==> config.mk <==
export PLATFORM = sky130hd
export DESIGN_NAME = clk_rst_sequencer
export DESIGN_NICKNAME = d
export VERILOG_FILES = /design/src/rtl/clk_rst_sequencer.sv
export SDC_FILE = /design/constraint.sdc
export NUM_CORES = 1
export LEC_CHECK = 0
export CORE_MARGIN = 2
export CORE_UTILIZATION = 45
export CTS_CLUSTER_SIZE = 30
export DETAILED_ROUTE_END_ITERATION = 7
export DONT_BUFFER_PORTS = 1
export PLACE_DENSITY = 0.64
export SYNTH_ARGS = -nofsm -noshare
export SYNTH_HDL_FRONTEND = slang
export SYNTH_SLANG_ARGS = --single-unit
export TNS_END_PERCENT = 5
==> constraint.sdc <==
create_clock -name clk_in1 -period 2.1 [get_ports clk_in1]
set_input_delay 0.63 -clock clk_in1 [delete_from_list [all_inputs] [get_ports clk_in1]]
set_output_delay 0.63 -clock clk_in1 [all_outputs]
set_load 0.005 [all_outputs]
==> src/rtl/clk_rst_sequencer.sv <==
// Clock/reset bring-up sequencer for a PLL/MMCM clock wizard.
// Pulses the PLL reset, qualifies a synchronized lock, retries on timeout,
// and releases the downstream reset only after a stable lock.
// Optional build macro CLK_SEQ_LOSS_CNT_EN enables the saturating lock-loss counter;
// without it lock_loss_cnt is tied to zero.
module clk_rst_sequencer #(
  parameter int unsigned RST_CYCLES   = 16,
  parameter int unsigned LOCK_STABLE  = 64,
  parameter int unsigned LOCK_TIMEOUT = 4096,
  parameter int unsigned REL_DELAY    = 8,
  parameter int unsigned MAX_RETRIES  = 3
) (
  input  logic                               clk_in1,
  input  logic                               resetn,
  input  logic                               locked,
  input  logic                               soft_rst_req,
  output logic                               pll_resetn,
  output logic                               sys_resetn,
  output logic                               ready,
  output logic                               fault,
  output logic [$clog2(MAX_RETRIES+1)-1:0]   retry_cnt,
  output logic [2:0]                         state,
  output logic [7:0]                         lock_loss_cnt
);

  localparam int unsigned RW = $clog2(MAX_RETRIES + 1);
  localparam int unsigned SW = $clog2(LOCK_STABLE + 1);
  localparam logic [RW-1:0] RetryMax = RW'(MAX_RETRIES);

  typedef enum logic [2:0] {
    StPllRst   = 3'd0,
    StWaitLock = 3'd1,
    StRelease  = 3'd2,
    StRun      = 3'd3,
    StFault    = 3'd4
  } state_e;

  state_e          state_q, state_d;
  logic            locked_meta_q, locked_s_q;
  logic [12:0]     cnt_q, cnt_d;
  logic [SW-1:0]   stab_q, stab_d;
  logic [RW-1:0]   retry_q, retry_d;
  logic [RW-1:0]   retry_inc;
  logic            pll_resetn_d, sys_resetn_d, ready_d, fault_d;
  logic            lock_lost, stab_full, rst_done, lock_timeout, rel_done;

  // Two-flop synchronizer for the asynchronous PLL lock flag.
  always_ff @(posedge clk_in1 or negedge resetn) begin
    if (!resetn) begin
      locked_meta_q <= 1'b0;
      locked_s_q    <= 1'b0;
    end else begin
      locked_meta_q <= locked;
      locked_s_q    <= locked_meta_q;
    end
  end

  // Phase conditions; stab_full counts the current cycle so release lands on the Nth locked cycle.
  always_comb begin
    lock_lost    = !locked_s_q && ((state_q == StRelease) || (state_q == StRun));
    stab_full    = locked_s_q && (stab_q == SW'(LOCK_STABLE - 1));
    rst_done     = (cnt_q == 13'(RST_CYCLES - 1));
    lock_timeout = (cnt_q == 13'(LOCK_TIMEOUT - 1));
    rel_done     = (cnt_q == 13'(REL_DELAY - 1));
    retry_inc    = retry_q + RW'(1);
  end

  // State register with phase, stability and retry counters.
  always_ff @(posedge clk_in1 or negedge resetn) begin
    if (!resetn) begin
      state_q <= StPllRst;
      cnt_q   <= '0;
      stab_q  <= '0;
      retry_q <= '0;
    end else begin
      state_q <= state_d;
      cnt_q   <= cnt_d;
      stab_q  <= stab_d;
      retry_q <= retry_d;
    end
  end

  // Next-state and counter logic: soft request > lock loss > timeout > normal advance.
  always_comb begin
    state_d = state_q;
    retry_d = retry_q;
    if (soft_rst_req) begin
      state_d = StPllRst;
      if (state_q == StFault) retry_d = '0;
    end else begin
      unique case (state_q)
        StPllRst: begin
          if (rst_done) state_d = StWaitLock;
        end
        StWaitLock: begin
          if (stab_full) begin
            state_d = StRelease;
          end else if (lock_timeout) begin
            retry_d = retry_inc;
            state_d = (retry_inc == RetryMax) ? StFault : StPllRst;
          end
        end
        StRelease: begin
          if (lock_lost) begin
            state_d = StPllRst;
          end else if (rel_done) begin
            state_d = StRun;
            retry_d = '0;
          end
        end
        StRun: begin
          if (lock_lost) state_d = StPllRst;
        end
        StFault: ;
        default: state_d = StPllRst;
      endcase
    end

    // cnt only advances in timed phases so it cannot wrap while parked in RUN or FAULT.
    if ((state_d != state_q) || soft_rst_req) begin
      cnt_d = '0;
    end else if ((state_q == StPllRst) || (state_q == StWaitLock) || (state_q == StRelease)) begin
      cnt_d = cnt_q + 13'd1;
    end else begin
      cnt_d = cnt_q;
    end

    if ((state_q == StWaitLock) && (state_d == StWaitLock) && locked_s_q) begin
      stab_d = stab_q + SW'(1);
    end else begin
      stab_d = '0;
    end
  end

  // Output decode from the next state so outputs change on the entering edge.
  always_comb begin
    pll_resetn_d = !((state_d == StPllRst) || (state_d == StFault));
    sys_resetn_d = (state_d == StRun);
    ready_d      = (state_d == StRun);
    fault_d      = (state_d == StFault);
  end

  // Registered outputs.
  always_ff @(posedge clk_in1 or negedge resetn) begin
    if (!resetn) begin
      pll_resetn <= 1'b0;
      sys_resetn <= 1'b0;
      ready      <= 1'b0;
      fault      <= 1'b0;
    end else begin
      pll_resetn <= pll_resetn_d;
      sys_resetn <= sys_resetn_d;
      ready      <= ready_d;
      fault      <= fault_d;
    end
  end

  assign state     = state_q;
  assign retry_cnt = retry_q;

`ifdef CLK_SEQ_LOSS_CNT_EN
  logic [7:0] loss_q;

  // Saturating lock-loss event counter, cleared only by resetn.
  always_ff @(posedge clk_in1 or negedge resetn) begin
    if (!resetn) begin
      loss_q <= 8'd0;
    end else if (lock_lost && (loss_q != 8'hFF)) begin
      loss_q <= loss_q + 8'd1;
    end
  end

  assign lock_loss_cnt = loss_q;
`else
  assign lock_loss_cnt = 8'd0;
`endif

endmodule
# After elaboration in Yosys (flattened, before gate mapping)
# Cells that the tools add are included.
# totals
ff_bits	30
inputBits	4
output_inout_bits	17
# op_classes
n_addsub	3
n_eq_ne	18
n_mux	19
reduce_logical	16
# op_table
op	count
two-way mux 13 bit	2
two-way mux 3 bit	8
one-hot mux 3 bit (5 select lines)	1
adder 13 x 1 -> 13 bit, second input constant	1
== test 13 x 12 -> 1 bit, second input constant	1
== test 13 x 3 -> 1 bit, second input constant	1
== test 13 x 4 -> 1 bit, second input constant	1
two-way mux 2 bit	6
inequality test 3 bit, second input constant	4
== test 3 x 2 -> 1 bit, second input constant	3
adder 7 x 1 -> 7 bit, second input constant	1
== test 7 x 6 -> 1 bit, second input constant	1
two-way mux 7 bit	1
== test 3 x 1 -> 1 bit, second input constant	2
== test 3 bit, second input constant	2
zero test 3 bit	2
AND reduction 6 bit	1
logical OR 1 bit	5
logical AND 1 bit	4
one-hot mux 2 bit (2 select lines)	1
inequality test 3 bit	1
nonzero test 3 bit	1
adder 2 x 1 -> 2 bit, second input constant	1
== test 2 bit, second input constant	1
3 further kinds	4

# Logic depth before layout (Yosys ltp)
# Gate-level depths: netlist of the first run.
# logic_depth
ltp_word	11
ltp_mapped	7
depth_no_buf	6

# Worst setup path before layout of the first run
# Ideal clock, no wire load.
# synth_timing
kind	register -> register
startpoint	register stab_q[0]
endpoint	register cnt_q[0]
setup_time_ps	134
arrival_time_ps	1609
t_required_ps	1966
slack_ps	357
stages_incl_launch_ff	8
n_path_buf	1
period_less_slack_ps	1743
path_cell_list	dfrtp_1 > ha_1 > nand3_1 > or2_2 > o311ai_4 > a31o_1 > buf_6 > nor3_1
# synth_via
elab_chain_len	8
elab_cells_between_ends	9
classes_between	eq/ne: 2; mux: 4; reduce/logical: 3
# synth_lines
element	line	text
start: declaration	41	logic [SW-1:0] stab_q, stab_d;
start signal: assignment	78	stab_q <= stab_d;
== test 7 x 6 -> 1 bit (*)	61	stab_full = locked_s_q && (stab_q == SW'(LOCK_STABLE - 1));
logical AND 1 bit (*)	61	
two-way mux 3 bit (*)	96	if (stab_full) begin
one-hot mux 3 bit (5 select lines) (*)	91	unique case (state_q)
two-way mux 3 bit (*)	87	if (soft_rst_req) begin
inequality test 3 bit (*)	120	if ((state_d != state_q) || soft_rst_req) begin
logical OR 1 bit (*)	120	
two-way mux 13 bit or nonzero test 2 bit (tied branches)	--	
end signal: assignment	77	cnt_q <= cnt_d;
end: declaration	40	logic [12:0] cnt_q, cnt_d;
# Every way passes the cells marked *; elsewhere a longest branch is shown, timed or not.
# A chain may end at the register's enable or synchronous reset.

# Worst setup path after layout of the first run
# layout_timing
startpoint	register stab_q[0]
endpoint	register cnt_q[1]
# Same word-level chain as after synthesis.

==> summary.txt, run 1 <==
Critical path
  – Reg2reg end: cnt_q[1]
  – Startpoint types: flip-flop
  – CP Cell Sequence: ha_1, nand3_1, or2_2, o311ai_4, a31o_1, nor3_1
  – Worst reg-to-reg setup slack: 0.18 ns
  – Crit path buffers/inverters: 0
  – Crit end category: flip-flop
  – Required @ worst endpoint: between 2 and 2.5 ns
  – Register-to-Register Path Depth: 6
  – CP endpoint: cnt_q[1]
  – WS Path Type: flip-flop to flip-flop
  – Slowest-stage cell, CP: a31o_1
  – Critical Path AT: 2.07 ns
  – CP Max Fanout: 9
  – FF-to-FF Start: stab_q[0]
  – Delay-heaviest family, CP: compound AO/OA/AOI/OAI gates
  – Stages on the worst setup path: 6
  – CP max stage delay: approximately 0.38 ns
  – Crit. Startpoint: stab_q[0]

Cells and area
  – NumNets Final: about 180
  – Area Growth Syn to Fin: 5.98%
  – Fraction of layout cells with a size suffix above 1: 0.114
  – Area of the multi-input gates: around 840 sq um
  – Ant. Diodes: 0
  – Final Cell Area: ~0.0018 sq mm
  – Sequential Area: roughly 750 sq um
  – Fillers: ~340

Timing
  – Setup_tns: 0 ns
  – Min Tclk post-route: slightly below 2 ns
  – Setup slack after layout: around 0.18 ns
  – Final hold vios: 0
  – # setup viols final: 0
  – FMAX: ~520 MHz
  – Final hold slack: about 0.051 ns
  – Crit share post-route: 0.917
  – Worst Clk Skew: 0.00258 ns
  – RSZ-0062 raised after global routing: no
  – Final max-slew violation count: 0

GRT
  – Largest net degree at the start of global routing: 31
  – All-layer global routing usage: 0.165
  – Global route overflow: 0
  – Initial antenna violation count: 0
  – First-pass GRT wire length: between 5 and 6 mm
  – Vias in the first global route: 1112

Detailed routing
  – WL/cell: between 10 and 15 microns
  – Drt total wl: around 3 mm
  – Vias per cell: ~5.2
  – Final ANT Viol Nets: 0
  – TritonRoute pass-1 iters: 4
  – Residual DRC: 0
  – Initial drt markers: 93
  – Vias: approximately 1200

Floorplanning
  – Die width: between 60 and 70 microns
  – # rows: 22
  – Die Y: 65.0 microns
  – Core box area: around 0.0036 sq mm
  – IO Count: 21
  – Initial Util: 0.464
  – Die area: ~0.0042 sq mm

Synth
  – Part of the Yosys area used for sequential elements: 0.449
  – Multiplexer share of the synthesized area: 0.00598
  – Post-Synthesis Cells: between 150 and 200
  – Average size of a mapped cell: just under 10 sq um
  – Compound-Gate Fraction of Synth Area: 0.0875
  – Synth unique cells: 38
  – Post-synthesis xor/xnor area fraction: 0.0890
  – Largest family of logic cells by synthesized area: simple AND/OR/NAND/NOR gates
  – Post-Syn Area: 0.00167 sq mm
  – Post-Synth Adder-Cell Area: 0.0224
  – Synth warnings: 0
  – Post-Synth Simple-Gate Area: 0.280
  – #FFs+latches synth: 30

Clock network
  – Clock Tree Buf Depth: 2
  – CTS Sinks: 30
  – Post-CTS setup buffer count: 0
  – Hold_buf cts: 0
  – Total CTS buffers: 5
  – Clock Latency Late Sink: approximately 0.27 ns
  – CTS tree: built
  – H-Tree Depth: 2
  – Root buffer cell: clkbuf_8
  – CTS resizes: 0
  – CTS clock-pin slew for the worst setup and hold paths: about 0.060 ns

Power
  – Worst vdd ir: ~0.36 mV
  – Leakage: approximately 0.79 nW
  – Design Power: approximately 0.0011 W
  – Power Density: ~600 mW/mm^2

Job
  – MaxCap Viol Count: 0

Hold path
  – Type of the most critical hold path: input port to async pin

Placement
  – Placed cell area: between 0.0015 and 0.002 sq mm
  – Pre-CTS WS: roughly 0.17 ns
  – Placer Congestion: between 0.7 and 0.8
  – Post-DP HPWL: around 2.3 mm
  – Number of port buffers: 0

Status
  – Status: finished clean
report_power, final:
group          switching (W)  internal, W
Sequential        0.00000816     0.000585
Combinational      0.0000174    0.0000115
Clock               0.000188     0.000252
state kept, by name, indices dropped and copies added, names as in the netlist:
register / cells
locked_s_q: 1
pll_resetn: 1
retry_cnt: 2
cnt_q: 13
fault: 1
locked_meta_q: 1
stab_q: 7
state: 3
ready: 1
placed cells by master, fill, tap and decap left out, types with 5 or more instances in the layout:
master	count
dfrtp_1	30
nor2_1	23
nand2_1	19
nor3_1	13
xnor2_1	9
xor2_1	8
conb_1	8
nand3_1	7
inv_1	6
clkbuf_8	6
nor4_1	5
a21oi_1	5
worst min path at each step:
stage,start,endpoint,slack [ns]
after global placement,resetn,cnt_q[7],0.34
after CTS,resetn,cnt_q[7],0.04
after global routing,resetn,cnt_q[11],0.03
after detailed placement,resetn,cnt_q[7],0.34
after floorplan,resetn,cnt_q[0],0.33
final,resetn,cnt_q[7],0.05
final cells by class:
type                            count  share of cell area
Sequential cell                    30               0.423
Tap cell                           48              0.0339
Multi-Input combinational cell    131               0.475
Inverter                            6              0.0127
Timing Repair Buffer                2             0.00847
Clock buffer                        6              0.0466
layer usage:
| layer | global-route usage | share of wire |
|---|---|---|
| met5 | 0 | 0 |
| met4 | 0.0452 | 0.0082 |
| met1 | 0.214 | 0.47 |
| met3 | 0.0625 | 0.041 |
| met2 | 0.258 | 0.48 |
stage by stage:
| stage | util | instances |
|---|---|---|
| finish | 0.492 | 223 |
| global route | 0.492 | 223 |
| CTS | 0.492 | 223 |
| detailed placement | 0.469 | 217 |
| global placement | 0.469 | 217 |
| floorplan | - | 178 |
cells by family (layout without fill, tap and decap cells):
| group | count (synthesis) | after routing |
|---|---|---|
| compound gates | 17 | 17 |
| xor+xnor | 17 | 17 |
| fa+ha+maj | 3 | 3 |
| buf+inv | 17 | 14 |
| flops | 30 | 30 |
| mux | 1 | 1 |
| other cells | 1 | 8 |
| simple gates | 85 | 85 |
synthesized netlist by cell type:
cell       number  area [sq um]
ha_1            3          37.5
buf_4           9          67.6
nand2_1        19          71.3
xor2_1          8          70.1
inv_1           6          22.5
o211ai_2        1          12.5
nand4b_1        1          8.76
a21o_1          3          22.5
a31o_1          1          8.76
conb_1          1          3.75
nor4_4          1          21.3
nor4_1          5          31.3
xnor2_1         9          78.8
nand3_1         7          35.0
o311ai_4        1          26.3
nand2b_1        2          12.5
a21oi_4         1          16.3
a21oi_1         5          25.0
o2bb2ai_2       1          15.0
nand4_4         1          21.3
o21ai_1         3          15.0
nor2_1         23          86.3
nor3_1         13          65.1
buf_6           1          11.3
and4_1          1          8.76
mux2i_1         1          10.0
buf_2           1          5.00
nor3_4          1          16.3
nor3b_2         1          12.5
or3b_4          1          11.3
and3b_1         1          8.76
nand4_1         3          18.8
or2_2           1          6.26
nand4_2         1          12.5
dfrtp_1        30           751
o21ai_0         1          5.00
or2_4           1          8.76
and3_1          2          12.5
(Power assumes the default switching activity.)
==> run 2, diff against run 1 <==
--- a/config.mk
+++ b/config.mk
@@ -6,11 +6,12 @@
 export NUM_CORES = 1
 export LEC_CHECK = 0
 export CORE_MARGIN = 2
-export CORE_UTILIZATION = 45
+export CORE_UTILIZATION = 30
 export CTS_CLUSTER_SIZE = 30
 export DETAILED_ROUTE_END_ITERATION = 7
 export DONT_BUFFER_PORTS = 1
-export PLACE_DENSITY = 0.64
+export HOLD_SLACK_MARGIN = 0.02
+export PLACE_DENSITY = 0.48
 export SYNTH_ARGS = -nofsm -noshare
 export SYNTH_HDL_FRONTEND = slang
 export SYNTH_SLANG_ARGS = --single-unit
==> run 2 against run 1 <==
Largest cell class unchanged. Fmax rose by 1.5%. Sequential cell count did not move. Register-to-register slack better by 0.03 ns.
==> summary.txt, run 2 (synthesis gave the netlist of run 1 again) <==
Clock network
  – Clock Latency Late Sink: 0.29 ns (+0.02 ns)
  – Total CTS buffers: 5 (unchanged)
  – CTS resizes: 0 (unchanged)
  – Clock Tree Buf Depth: 2 (unchanged)
  – H-Tree Depth: 2 (unchanged)
  – CTS clock-pin slew for the worst setup and hold paths: 0.07 ns (about the same)
  – Root buffer cell: clkbuf_8
  – CTS tree: built
  – CTS Sinks: 30 (unchanged)

Power
  – Power Density: 610 mW/mm^2 (+1.9%)
  – Worst vdd ir: 0.259 mV (-28%)
  – Leakage: 0.807 nW (+2.3%)

Cells and area
  – Most frequent cells in the layout: 30 x dfrtp_1, 23 x nor2_1, 19 x nand2_1
  – Largest Register: cnt_q
  – Max reg flops: 13 (unchanged)
  – Commonest non-fill, non-tap cell in the layout: dfrtp_1
  – NumNets Final: 186 (+1.6%)
  – Area Growth Syn to Fin: 10.0%
  – Post-layout util: 0.338 (-0.153)
  – Ant. Diodes: 0 (unchanged)
  – Fraction of layout cells with a size suffix above 1: 0.133 (+0.0190)
  – Fillers: 566 (+65%)

Critical path
  – Critical Path AT: 2.05 ns (-0.02 ns)
  – Register-to-Register Path Depth: 6 (unchanged)
  – WS Path Type: flip-flop to flip-flop
  – Startpoint types: flip-flop
  – CP max stage delay: 0.37 ns (about the same)
  – CP Cell Sequence: ha_1, nand3_1, or2_2, o311ai_4, a31o_1, nor3_1
  – Slowest-stage cell, CP: dfrtp_1
  – Crit end category: flip-flop
  – CP Max Fanout: 9 (unchanged)
  – Crit path buffers/inverters: 0 (unchanged)
  – Worst reg-to-reg setup slack: 0.20 ns (+0.03 ns)
  – Delay-heaviest family, CP: compound AO/OA/AOI/OAI gates
  – Reg2reg end: cnt_q[1]
  – FF-to-FF Start: stab_q[0]
  – Required @ worst endpoint: 2.26 ns (+0.02 ns)
  – Stages on the worst setup path: 6 (unchanged)

GRT
  – All-layer global routing usage: 0.126 (-0.0392)
  – First-pass GRT wire length: 5.89 mm (+13%)
  – Global route overflow: 0 (unchanged)
  – Vias in the first global route: 1181 (+6.2%)
  – Initial antenna violation count: 0 (unchanged)
  – Largest net degree at the start of global routing: 31 (unchanged)

Floorplanning
  – Die Y: 78.7 microns (+21%)
  – Core box area: 0.00544 sq mm (+51%)
  – Die width: 78.7 microns (+21%)
  – Initial Util: 0.308 (-0.156)
  – Die area: 0.00619 sq mm (+47%)
  – IO Count: 21 (unchanged)
  – # rows: 27 (+23%)

Timing
  – Slew HR: 0.450
  – # setup viols final: 0 (unchanged)
  – Setup_tns: 0 ns (unchanged)
  – Final max-slew violation count: 0 (unchanged)
  – Worst slew pin tran: between 0.8 and 0.9 ns
  – FMAX: 527 MHz (+1.5%)
  – Crit share post-route: 0.903 (-0.0134)
  – Worst Clk Skew: 0.00955 ns (+0.00697 ns)
  – Final hold vios: 0 (unchanged)
  – Min Tclk post-route: 1.90 ns (-0.0281 ns)
  – RSZ-0062 raised after global routing: no

Detailed routing
  – Drt total wl: 3.58 mm (+18%)
  – Residual DRC: 0 (unchanged)
  – TritonRoute pass-1 iters: 4 (unchanged)
  – Final ANT Viol Nets: 0 (unchanged)
  – Vias: 1196 (+3.5%)
  – WL/cell: 14.2 microns (+4.4%)
  – Initial drt markers: 106 (+14%)
  – Vias per cell: 4.75 (-8.4%)

Placement
  – Placer Congestion: 0.781 (-1.2%)
  – Post-DP HPWL: 2.57 mm (+14%)
  – Number of port buffers: 0 (unchanged)

Job
  – MaxCap Viol Count: 0 (unchanged)

Hold path
  – Type of the most critical hold path: input port to async pin

Status
  – Status: finished clean
run 2: power breakdown:
group	internal, W	switching, W	leakage [nW]
sequential	0.000585	0.00000814	0.412
combinational	0.0000131	0.0000238	0.347
clock	0.000263	0.000231	0.0472
run 2: area by class of cell:
cell class | instances | area, sq um | share of cell area
clock inverters | 2 | 12.5 | 0.00680
repair buffers | 5 | 40.0 | 0.0218
well taps | 72 | 90.1 | 0.0489
inverters | 6 | 22.5 | 0.0122
flip-flops and latches | 30 | 751 | 0.408
multi-input cells | 131 | 842 | 0.458
clock buffers | 6 | 82.6 | 0.0449
run 2: metrics by stage:
step                instances  instance area [sq um]  hold WS [ns]  total power (W)  setup WS [ns]
global placement          243                   1740         0.332         0.000631          0.259
detailed placement        243                   1740         0.336         0.000632          0.196
CTS                       251                   1830        0.0234          0.00113          0.184
floorplan                 178                   1700         0.331         0.000639          0.357
global route              252                   1840        0.0238          0.00117         0.0574
finish                    252                   1840        0.0370          0.00112          0.203
run 2: worst max path at each step:
| stage | startpoint | to |
|---|---|---|
| 6_report | stab_q[0] | cnt_q[1] |
| 3_3_place_gp | stab_q[0] | cnt_q[7] |
| 3_5_place_dp | stab_q[0] | cnt_q[1] |
| 4_1_cts | stab_q[0] | cnt_q[12] |
| 5_1_grt | stab_q[0] | cnt_q[1] |
| 2_1_floorplan | stab_q[0] | cnt_q[0] |
run 2: per-layer routing:
| metal | GRT usage | wire, microns | up-vias |
|---|---|---|---|
| li1 | - | - | 589 |
| met1 | 0.152 | 1640 | 576 |
| met2 | 0.199 | 1710 | 25 |
| met3 | 0.0494 | 163 | 6 |
| met4 | 0.0526 | 65 | 0 |
| met5 | 0 | 0 | - |
run 2: what timing repair did:
item | 4_1_cts | 5_1_grt
setup buffers | 0 | 0
hold buffers | 0 | 1
endpoints found under the hold margin | 0 | 18
